File: src/rtl/char_buf_pkg.sv
// Shared constants and command encoding for the character buffer controller.
package char_buf_pkg;

  localparam int unsigned COLS      = 80;
  localparam int unsigned ROWS      = 24;
  localparam int unsigned BUF_SIZE  = COLS * ROWS;
  localparam int unsigned ADDR_BITS = 11;
  localparam int unsigned ROW_BITS  = 5;
  localparam int unsigned COL_BITS  = 7;

  localparam logic [7:0] BLANK_CHAR = 8'h20;

  typedef enum logic [1:0] {
    OP_CLEAR     = 2'd0,
    OP_ERASE_EOL = 2'd1,
    OP_ERASE_EOS = 2'd2,
    OP_SCROLL_UP = 2'd3
  } cmd_op_e;

endpackage

File: src/rtl/char_addr_map.sv
// Maps a logical (row, col) on a scrolled screen to a physical buffer address.
module char_addr_map #(
  parameter int unsigned COLS      = char_buf_pkg::COLS,
  parameter int unsigned ROWS      = char_buf_pkg::ROWS,
  parameter int unsigned ADDR_BITS = char_buf_pkg::ADDR_BITS
) (
  input  logic [4:0]           first_row,
  input  logic [4:0]           row,
  input  logic [6:0]           col,
  output logic [ADDR_BITS-1:0] addr_c
);

  logic [5:0]           row_sum_c;
  logic [4:0]           row_phys_c;
  logic [ADDR_BITS-1:0] row_base_c;

  // Screen row to physical row; both operands are below ROWS so one subtract wraps
  always_comb begin
    row_sum_c  = {1'b0, first_row} + {1'b0, row};
    row_phys_c = row_sum_c[4:0];
    if (row_sum_c >= 6'(ROWS)) begin
      row_phys_c = 5'(row_sum_c - 6'(ROWS));
    end
  end

  // Row times line length; the 80-column case is r*64 + r*16
  if (COLS == 32'd80) begin : g_shift_add
    assign row_base_c = (ADDR_BITS'(row_phys_c) << 6) + (ADDR_BITS'(row_phys_c) << 4);
  end else begin : g_generic
    assign row_base_c = ADDR_BITS'(32'(row_phys_c) * COLS);
  end

  assign addr_c = row_base_c + ADDR_BITS'(col);

endmodule

File: src/rtl/char_buffer_ctrl.sv
// Character buffer write controller: direct character writes plus blank fills
// for clear / erase / scroll commands on a circular row buffer.
// Optional build macro CHAR_BUF_CTRL_CLEAR_ON_RESET_EN: blank the whole screen
// after reset release before accepting any traffic.
module char_buffer_ctrl #(
  parameter int unsigned COLS      = char_buf_pkg::COLS,
  parameter int unsigned ROWS      = char_buf_pkg::ROWS,
  parameter int unsigned ADDR_BITS = char_buf_pkg::ADDR_BITS
) (
  input  logic                 clk,
  input  logic                 rst_n,
  input  logic                 wr_valid,
  output logic                 wr_ready,
  input  logic [4:0]           wr_row,
  input  logic [6:0]           wr_col,
  input  logic [7:0]           wr_char,
  input  logic                 wr_graphic,
  input  logic                 cmd_valid,
  output logic                 cmd_ready,
  input  logic [1:0]           cmd_op,
  input  logic [4:0]           cmd_row,
  input  logic [6:0]           cmd_col,
  output logic [ADDR_BITS-1:0] buf_waddr,
  output logic [7:0]           buf_din,
  output logic                 buf_wen,
  output logic                 buf_graphic,
  output logic [4:0]           first_row,
  output logic                 busy
);

  import char_buf_pkg::*;

  localparam int unsigned FILL_SIZE      = ROWS * COLS;
  localparam int unsigned LAST_ROW_START = (ROWS - 1) * COLS;
  localparam int unsigned PW             = ADDR_BITS + 1;

  typedef enum logic [1:0] {
    ST_IDLE = 2'd0,
`ifdef CHAR_BUF_CTRL_CLEAR_ON_RESET_EN
    ST_FILL = 2'd1,
    ST_INIT = 2'd2
`else
    ST_FILL = 2'd1
`endif
  } state_e;

  state_e               state_q;
  logic [4:0]           first_row_q;
  logic [ADDR_BITS-1:0] idx_q;
  logic [ADDR_BITS-1:0] end_q;

  logic [ADDR_BITS-1:0] wr_addr_c;
  logic [ADDR_BITS-1:0] cmd_lin_c;
  logic [ADDR_BITS-1:0] fill_base_c;
  logic [PW-1:0]        fill_sum_c;
  logic [ADDR_BITS-1:0] fill_phys_c;
  logic [ADDR_BITS-1:0] cmd_eol_end_c;
  logic [ADDR_BITS-1:0] idx_next_c;
  logic [4:0]           scroll_next_c;
  logic                 wr_in_range_c;
  logic                 cmd_pos_ok_c;

  // Physical address of a character write on the current screen
  char_addr_map #(.COLS(COLS), .ROWS(ROWS), .ADDR_BITS(ADDR_BITS)) u_wr_map (
    .first_row (first_row_q),
    .row       (wr_row),
    .col       (wr_col),
    .addr_c    (wr_addr_c)
  );

  // Unscrolled linear index of the command cursor (fill range start)
  char_addr_map #(.COLS(COLS), .ROWS(ROWS), .ADDR_BITS(ADDR_BITS)) u_cmd_map (
    .first_row (5'd0),
    .row       (cmd_row),
    .col       (cmd_col),
    .addr_c    (cmd_lin_c)
  );

  // first_row * COLS, the offset that rotates logical fill indices
  char_addr_map #(.COLS(COLS), .ROWS(ROWS), .ADDR_BITS(ADDR_BITS)) u_base_map (
    .first_row (first_row_q),
    .row       (5'd0),
    .col       (7'd0),
    .addr_c    (fill_base_c)
  );

  // Fill address rotation, range bounds and position checks
  always_comb begin
    fill_sum_c    = PW'(idx_q) + PW'(fill_base_c);
    fill_phys_c   = ADDR_BITS'(fill_sum_c);
    if (fill_sum_c >= PW'(FILL_SIZE)) begin
      fill_phys_c = ADDR_BITS'(fill_sum_c - PW'(FILL_SIZE));
    end
    cmd_eol_end_c = cmd_lin_c - ADDR_BITS'(cmd_col) + ADDR_BITS'(COLS);
    idx_next_c    = idx_q + ADDR_BITS'(1);
    scroll_next_c = (first_row_q == 5'(ROWS - 1)) ? 5'd0 : first_row_q + 5'd1;
    wr_in_range_c = (32'(wr_row) < ROWS) && (32'(wr_col) < COLS);
    cmd_pos_ok_c  = (32'(cmd_row) < ROWS) && (32'(cmd_col) < COLS);
  end

  assign wr_ready  = (state_q == ST_IDLE);
  assign cmd_ready = (state_q == ST_IDLE) && !wr_valid;
  assign busy      = (state_q != ST_IDLE);
  assign first_row = first_row_q;

  // Controller FSM with registered buffer write port
  always_ff @(posedge clk or negedge rst_n) begin
    if (!rst_n) begin
`ifdef CHAR_BUF_CTRL_CLEAR_ON_RESET_EN
      state_q <= ST_INIT;
      end_q   <= ADDR_BITS'(FILL_SIZE);
`else
      state_q <= ST_IDLE;
      end_q   <= '0;
`endif
      first_row_q <= '0;
      idx_q       <= '0;
      buf_wen     <= 1'b0;
      buf_waddr   <= '0;
      buf_din     <= '0;
      buf_graphic <= 1'b0;
    end else begin
      buf_wen <= 1'b0;
      case (state_q)
        ST_IDLE: begin
          if (wr_valid) begin
            if (wr_in_range_c) begin
              buf_wen     <= 1'b1;
              buf_waddr   <= wr_addr_c;
              buf_din     <= wr_char;
              buf_graphic <= wr_graphic;
            end
          end else if (cmd_valid) begin
            case (cmd_op_e'(cmd_op))
              OP_CLEAR: begin
                idx_q   <= '0;
                end_q   <= ADDR_BITS'(FILL_SIZE);
                state_q <= ST_FILL;
              end
              OP_ERASE_EOL: begin
                if (cmd_pos_ok_c) begin
                  idx_q   <= cmd_lin_c;
                  end_q   <= cmd_eol_end_c;
                  state_q <= ST_FILL;
                end
              end
              OP_ERASE_EOS: begin
                if (cmd_pos_ok_c) begin
                  idx_q   <= cmd_lin_c;
                  end_q   <= ADDR_BITS'(FILL_SIZE);
                  state_q <= ST_FILL;
                end
              end
              default: begin
                first_row_q <= scroll_next_c;
                idx_q       <= ADDR_BITS'(LAST_ROW_START);
                end_q       <= ADDR_BITS'(FILL_SIZE);
                state_q     <= ST_FILL;
              end
            endcase
          end
        end
        default: begin
          buf_wen     <= 1'b1;
          buf_waddr   <= fill_phys_c;
          buf_din     <= BLANK_CHAR;
          buf_graphic <= 1'b0;
          idx_q       <= idx_next_c;
          if (idx_next_c == end_q) begin
            state_q <= ST_IDLE;
          end
        end
      endcase
    end
  end

endmodule

File: config.mk
export PLATFORM = sky130hd
export DESIGN_NAME = char_buffer_ctrl
export DESIGN_NICKNAME = d
export VERILOG_FILES = /design/src/rtl/char_buf_pkg.sv /design/src/rtl/char_addr_map.sv /design/src/rtl/char_buffer_ctrl.sv
export SDC_FILE = /design/constraint.sdc
export NUM_CORES = 1
export LEC_CHECK = 0
export CAP_MARGIN = 20
export CORE_MARGIN = 1
export CORE_UTILIZATION = 55
export CTS_BUF_LIST = sky130_fd_sc_hd__clkbuf_16
export DETAILED_ROUTE_END_ITERATION = 10
export GPL_TIMING_DRIVEN = 0
export MAX_ROUTING_LAYER = met4
export PLACE_DENSITY = 0.83
export SLEW_MARGIN = 5
export SYNTH_ARGS = -nofsm -noshare
export SYNTH_HDL_FRONTEND = slang
export SYNTH_SLANG_ARGS = --single-unit
File: constraint.sdc
create_clock -name clk -period 10.3 [get_ports clk]
set_clock_uncertainty 0.1 [all_clocks]
set_input_delay 2.06 -clock clk [delete_from_list [all_inputs] [get_ports clk]]
set_output_delay 2.06 -clock clk [all_outputs]
set_load 0.01 [all_outputs]
# Yosys cells after proc, flatten, opt, wreduce, memory -nomap -nowiden
# Index checks and enable logic that the tools add are counted.
# totals
register_bits	50
latchBits	0
ramBits	0
rom_bits	0
input_bits	39
output_inout_bits	29
wordCells	90
memories	0
# classes
n_addsub	15
n_mul	0
div	0
order_cmp	8
eq_ne	11
shifts	0
mux	31
bitwise	2
n_reduce_logical	15
# ops
operator	count
$mux 11	10
$pmux 11 s2	2
$add 11x9->11	3
$mux 8	3
$add 11x7->11	2
$mux 5	4
$sub 5x5->5 const B	3
$lt 7x7->1 const B	2
$add 11x11->12	1
$ge 12x11->1 const B	1
$mux 2	6
$add 11x1->11 const B	1
$add 11x7->11 const B	1
$eq 11x11->1	1
$sub 11x11->11 const B	1
$sub 11x7->11	1
$ge 5x5->1 const B	2
$lt 5x5->1 const B	2
$ne 2x2->1 const B	4
$reduce_and 4->1	2
$add 5x5->6	1
$ge 6x5->1 const B	1
$mux 1	6
$add 5x1->5 const B	1
15 further kinds	21

# Logic depth before layout (Yosys ltp)
# logic_depth
depth_word	9
ltp_mapped	16

# Modules after synthesis
# From an unflattened synthesis, not the netlist that was laid out.
# hier_totals
cells_unflattened	670
hier_area_um2	5587.9
# modules_own_cells
module	n_inst	cells_per_inst	area_each_um2
char_buffer_ctrl	1	433	3711.1
char_addr_map	3	79	625.6

# Worst setup path after synthesis
# No wires, ideal clock.
# synth_path
path_type	input to register
startpoint	input wr_row[0]
endpoint	register buf_waddr[9]
setup_ns	0.141
arrival_time_ns	4.806
required_ns	10.059
slack_ns	5.253
stages	16
path_buffers	0
path_cell_list	ha_1 inv_1 fa_1 nand2b_1 a21oi_1 xor2_1 a2111oi_0 a211o_1 ha_1 ha_1 a21o_1 a21oi_1 xor2_1 nor2_1 a211oi_1 a31oi_1
# synth_via
elab_chain_cells	8
elab_cells_between_ends	13
cone_classes	add/sub: 4; order compare: 2; eq/ne: 1; mux: 4; reduce/logical: 2
# synth_rtl
item	line	source
from (decl)	char_buffer_ctrl.sv:14	input logic [4:0] wr_row,
$add 5x5->6	char_addr_map.sv:19	row_sum_c = {1'b0, first_row} + {1'b0, row};
$sub 5x5->5 / $ge 6x5->1 (equally long branches)	char_addr_map.sv:22, char_addr_map.sv:21	
$mux 5	char_addr_map.sv:21	if (row_sum_c >= 6'(ROWS)) begin
$add 11x9->11	char_addr_map.sv:28	assign row_base_c = (ADDR_BITS'(row_phys_c) << 6) + (ADDR_BITS'(row_phys_c) << 4);
$add 11x7->11	char_addr_map.sv:33	assign addr_c = row_base_c + ADDR_BITS'(col);
$mux 11	char_buffer_ctrl.sv:127	if (wr_in_range_c) begin
$mux 11	char_buffer_ctrl.sv:126	if (wr_valid) begin
$mux 11	char_buffer_ctrl.sv:124	case (state_q)
to (signal assigned)	char_buffer_ctrl.sv:129	buf_waddr <= wr_addr_c;
to (signal assigned)	char_buffer_ctrl.sv:165	buf_waddr <= fill_phys_c;
to (decl)	char_buffer_ctrl.sv:23	output logic [ADDR_BITS-1:0] buf_waddr,
# Several ways; a longest one is shown, not always the timed one. The select of a mux whose other input is x is not followed.
# A chain may end at the register's enable or synchronous reset.

# Final worst setup path
# Same ends and word-level chain as after synthesis.

==> results.json <==
{
  "outcome": "completed",
  "power_density_nw_per_um2": 206,
  "clock-root-buffer": "clkbuf_16",
  "cts_tree": "yes",
  "ir_drop_uv": 109,
  "n_antenna_cell": 0,
  "critPathMaxFanout": 3,
  "worst_setup_path_start_kind": "input pin",
  "end_kind": "flip-flop",
  "fin_crit_sh_pct": 54.6,
  "grt_setup_unrepaired": "no",
  "crit_type": "in -> reg",
  "p_leak_nw": 2.30,
  "first_global_vias": 3417,
  "dr.pass1.iters": 4,
  "ys.flop_type": "dfrtp_1",
  "setup_violations": 0,
  "antenna_found_initial": 0,
  "avgSynthCellArea_um2": 8.93,
  "die_width_um": 86.4,
  "yosys-top-cells-area": "dfrtp_1 (29%), ha_1 (16%), xnor2_1 (5.8%)",
  "cts.sinks": 45,
  "globalRouteTotalUtil_pct": 27.2,
  "ys_ff_latch": 45,
  "max_slew_margin_pct": 60.1,
  "min_period_ns": 5.63,
  "dp_hpwl_mm": 7.52,
  "hold_viol": 0,
  "max-cap-violations": 0,
  "synth.top_cell.area_share_pct": 28.7,
  "final.setup.worst_slack_ns": 4.67,
  "die-area_um2": 7470,
  "cts_setup_buffers": 0,
  "worstRegToRegCells": 15,
  "syn_nets": 536,
  "synth_edf_count": 0,
  "vias": 3471,
  "r2r_end": "buf_waddr[9]",
  "synth_top_cell_by_area": "dfrtp_1",
  "crit_arrival_ns": 5.68,
  "cts_buffer_depth": 2,
  "tightest_slew_ns": 0.597,
  "cts_buffers": 5,
  "viasPerCell": 5.68,
  "clk_pin_slew_ns": 0.07,
  "timing.fmax_mhz": 178,
  "yosys_warnings": 0,
  "final_nets": 611,
  "startpoint": "wr_row[0]",
  "grt_max_degree": 34,
  "critPathRequiredTime_ns": 10.35,
  "dieHeight_um": 86.4,
  "slew_violations": 0,
  "drive_above_1_share_pct": 4.85,
  "drc": 0,
  "grt_pass1_wl_mm": 15.6,
  "num_rows": 30,
  "overflow": 0,
  "coreArea_um2": 6830,
  "final_cells": 611,
  "place_ws_ns": 4.46,
  "placedCellCount": 603,
  "ant_nets": 0,
  "gp_congestion": 0.928,
  "io_pins": 68,
  "routed_wl_mm": 9.56,
  "syn_inst": 439,
  "portBuffers": 67,
  "h-tree-depth": 2,
  "async_flop_share_pct": 100,
  "cts_resized": 0,
  "area_growth_syn_to_layout_pct": 24.4,
  "wire_per_inst_um": 15.6,
  "hold_path.class": "reg -> reg",
  "rrSetupSlack_ns": 6.26,
  "p_total_mw": 1.01,
  "yosysSeqAreaShare_pct": 28.7,
  "reg2reg_from": "first_row[1]",
  "drt_iter0_drc": 161,
  "min_path_cells": 2,
  "clk_latency_ns": 0.29,
  "final.setup.tns_ns": 0,
  "crit_end": "buf_waddr[9]",
  "synth_cell_types": 57,
  "hold_buffers": 0,
  "syn_area_um2": 3920,
  "initial_utilization_pct": 57.4
}
==> layout make-up <==
cell class | instances | area, um^2
multi-input cells | 344 | 2600
fillers | 551 | 1950
flip-flops and latches | 45 | 1130
repair buffers | 68 | 686
clock buffers | 5 | 125
inverters | 32 | 120
well taps | 96 | 120
plain buffers | 18 | 72.6
clock inverters | 3 | 25.0
==> critical path: stages <==
cell and delay, ns:
clkdlybuf4s50_1 0.47, ha_1 0.17, inv_1 0.06, fa_1 0.39, nand2b_1 0.16, a21oi_1 0.15, xor2_1 0.13, a2111oi_0 0.42
a211o_1 0.19, ha_1 0.25, ha_1 0.35, a21o_1 0.18, a21oi_1 0.17, xor2_1 0.16, nor2_1 0.06, a211oi_1 0.25
a31oi_1 0.07
==> kinds of logic (layout without fill, tap and decap cells) <==
family          count (synthesis)  after routing  share of synthesized area, %
buf+inv                        50            126                          4.91
flops                          45             45                          28.7
mux                            12             12                          3.13
compound gates                123            123                          20.5
simple gates                  113            113                          14.1
fa+ha+maj                      58             58                          19.8
xor+xnor                       38             38                          8.84
==> through the flow <==
step	util [%]	hold slack (ns)	cell area [um^2]
final	71.4	0.419	4880
after global routing	71.4	0.436	4880
after CTS	71.4	0.424	4880
after detailed placement	69.2	0.415	4730
after global placement	69.0	0.378	4710
after floorplan	-	0.402	3920
==> cells in the final DEF, fill, tap and decap left out, drive strengths merged, types with 3 or more instances in the layout <==
cell type      synthesis  final
clkdlybuf4s50          0     66
xor2                  11     11
a21o                  15     15
inv                   32     33
a21oi                 37     37
buf                    6      8
o21ai                 26     26
mux2i                 10     10
ha                    51     51
a31oi                  9      9
nand3                 12     12
a211oi                12     12
fa                     7      7
clkbuf                12     17
nand4                  5      5
nand2                 37     37
and3                   8      8
xnor2                 26     26
o31ai                  3      3
or3                    3      3
nand2b                 6      6
nor2b                  6      6
dfrtp                 45     45
nor2                  26     26
==> report_power, final <==
part	switching [mW]	leakage, nW	total, mW	internal [mW]
Sequential	0.0391	0.542	0.264	0.225
Clock	0.0734	0.0704	0.165	0.0913
Combinational	0.302	1.69	0.576	0.274
Total	0.414	2.30	1.01	0.591
==> synth_stat cells, types with 5 or more instances <==
master and instances:
a21oi_1 36, inv_1 32, mux2i_1 10, fa_1 7
nor2_1 25, nand4_1 5, dfrtp_1 45, a21o_1 15
xnor2_1 26, o21ai_0 23, clkbuf_1 12, nand2b_1 6
xor2_1 11, nand3_1 12, a211oi_1 10, nand2_1 37
and3_1 8, a31oi_1 8, ha_1 51, nor2b_1 6
==> registers in the layout, summed over array words and instances (netlist names) <==
register / count
end_q: 7
buf_din: 8
buf_wen: 1
idx_q: 11
buf_graphic: 1
state_q: 1
first_row: 5
buf_waddr: 11
==> worst min-delay path by stage <==
stage,startpoint,endpoint,slack (ns)
5_1_grt,buf_din[3],buf_din[3],0.44
4_1_cts,buf_din[0],buf_din[0],0.42
2_1_floorplan,end_q[4],end_q[4],0.40
3_3_place_gp,buf_din[5],buf_din[5],0.38
6_report,buf_din[0],buf_din[0],0.42
3_5_place_dp,buf_din[0],buf_din[0],0.41
==> per-layer routing <==
layer | track usage, % | wire length (um)
met1 | 30.4 | 3980
met2 | 50.1 | 4970
met3 | 4.00 | 461
met4 | 8.18 | 150
met5 | - | 0
(Power assumes the default switching activity.)
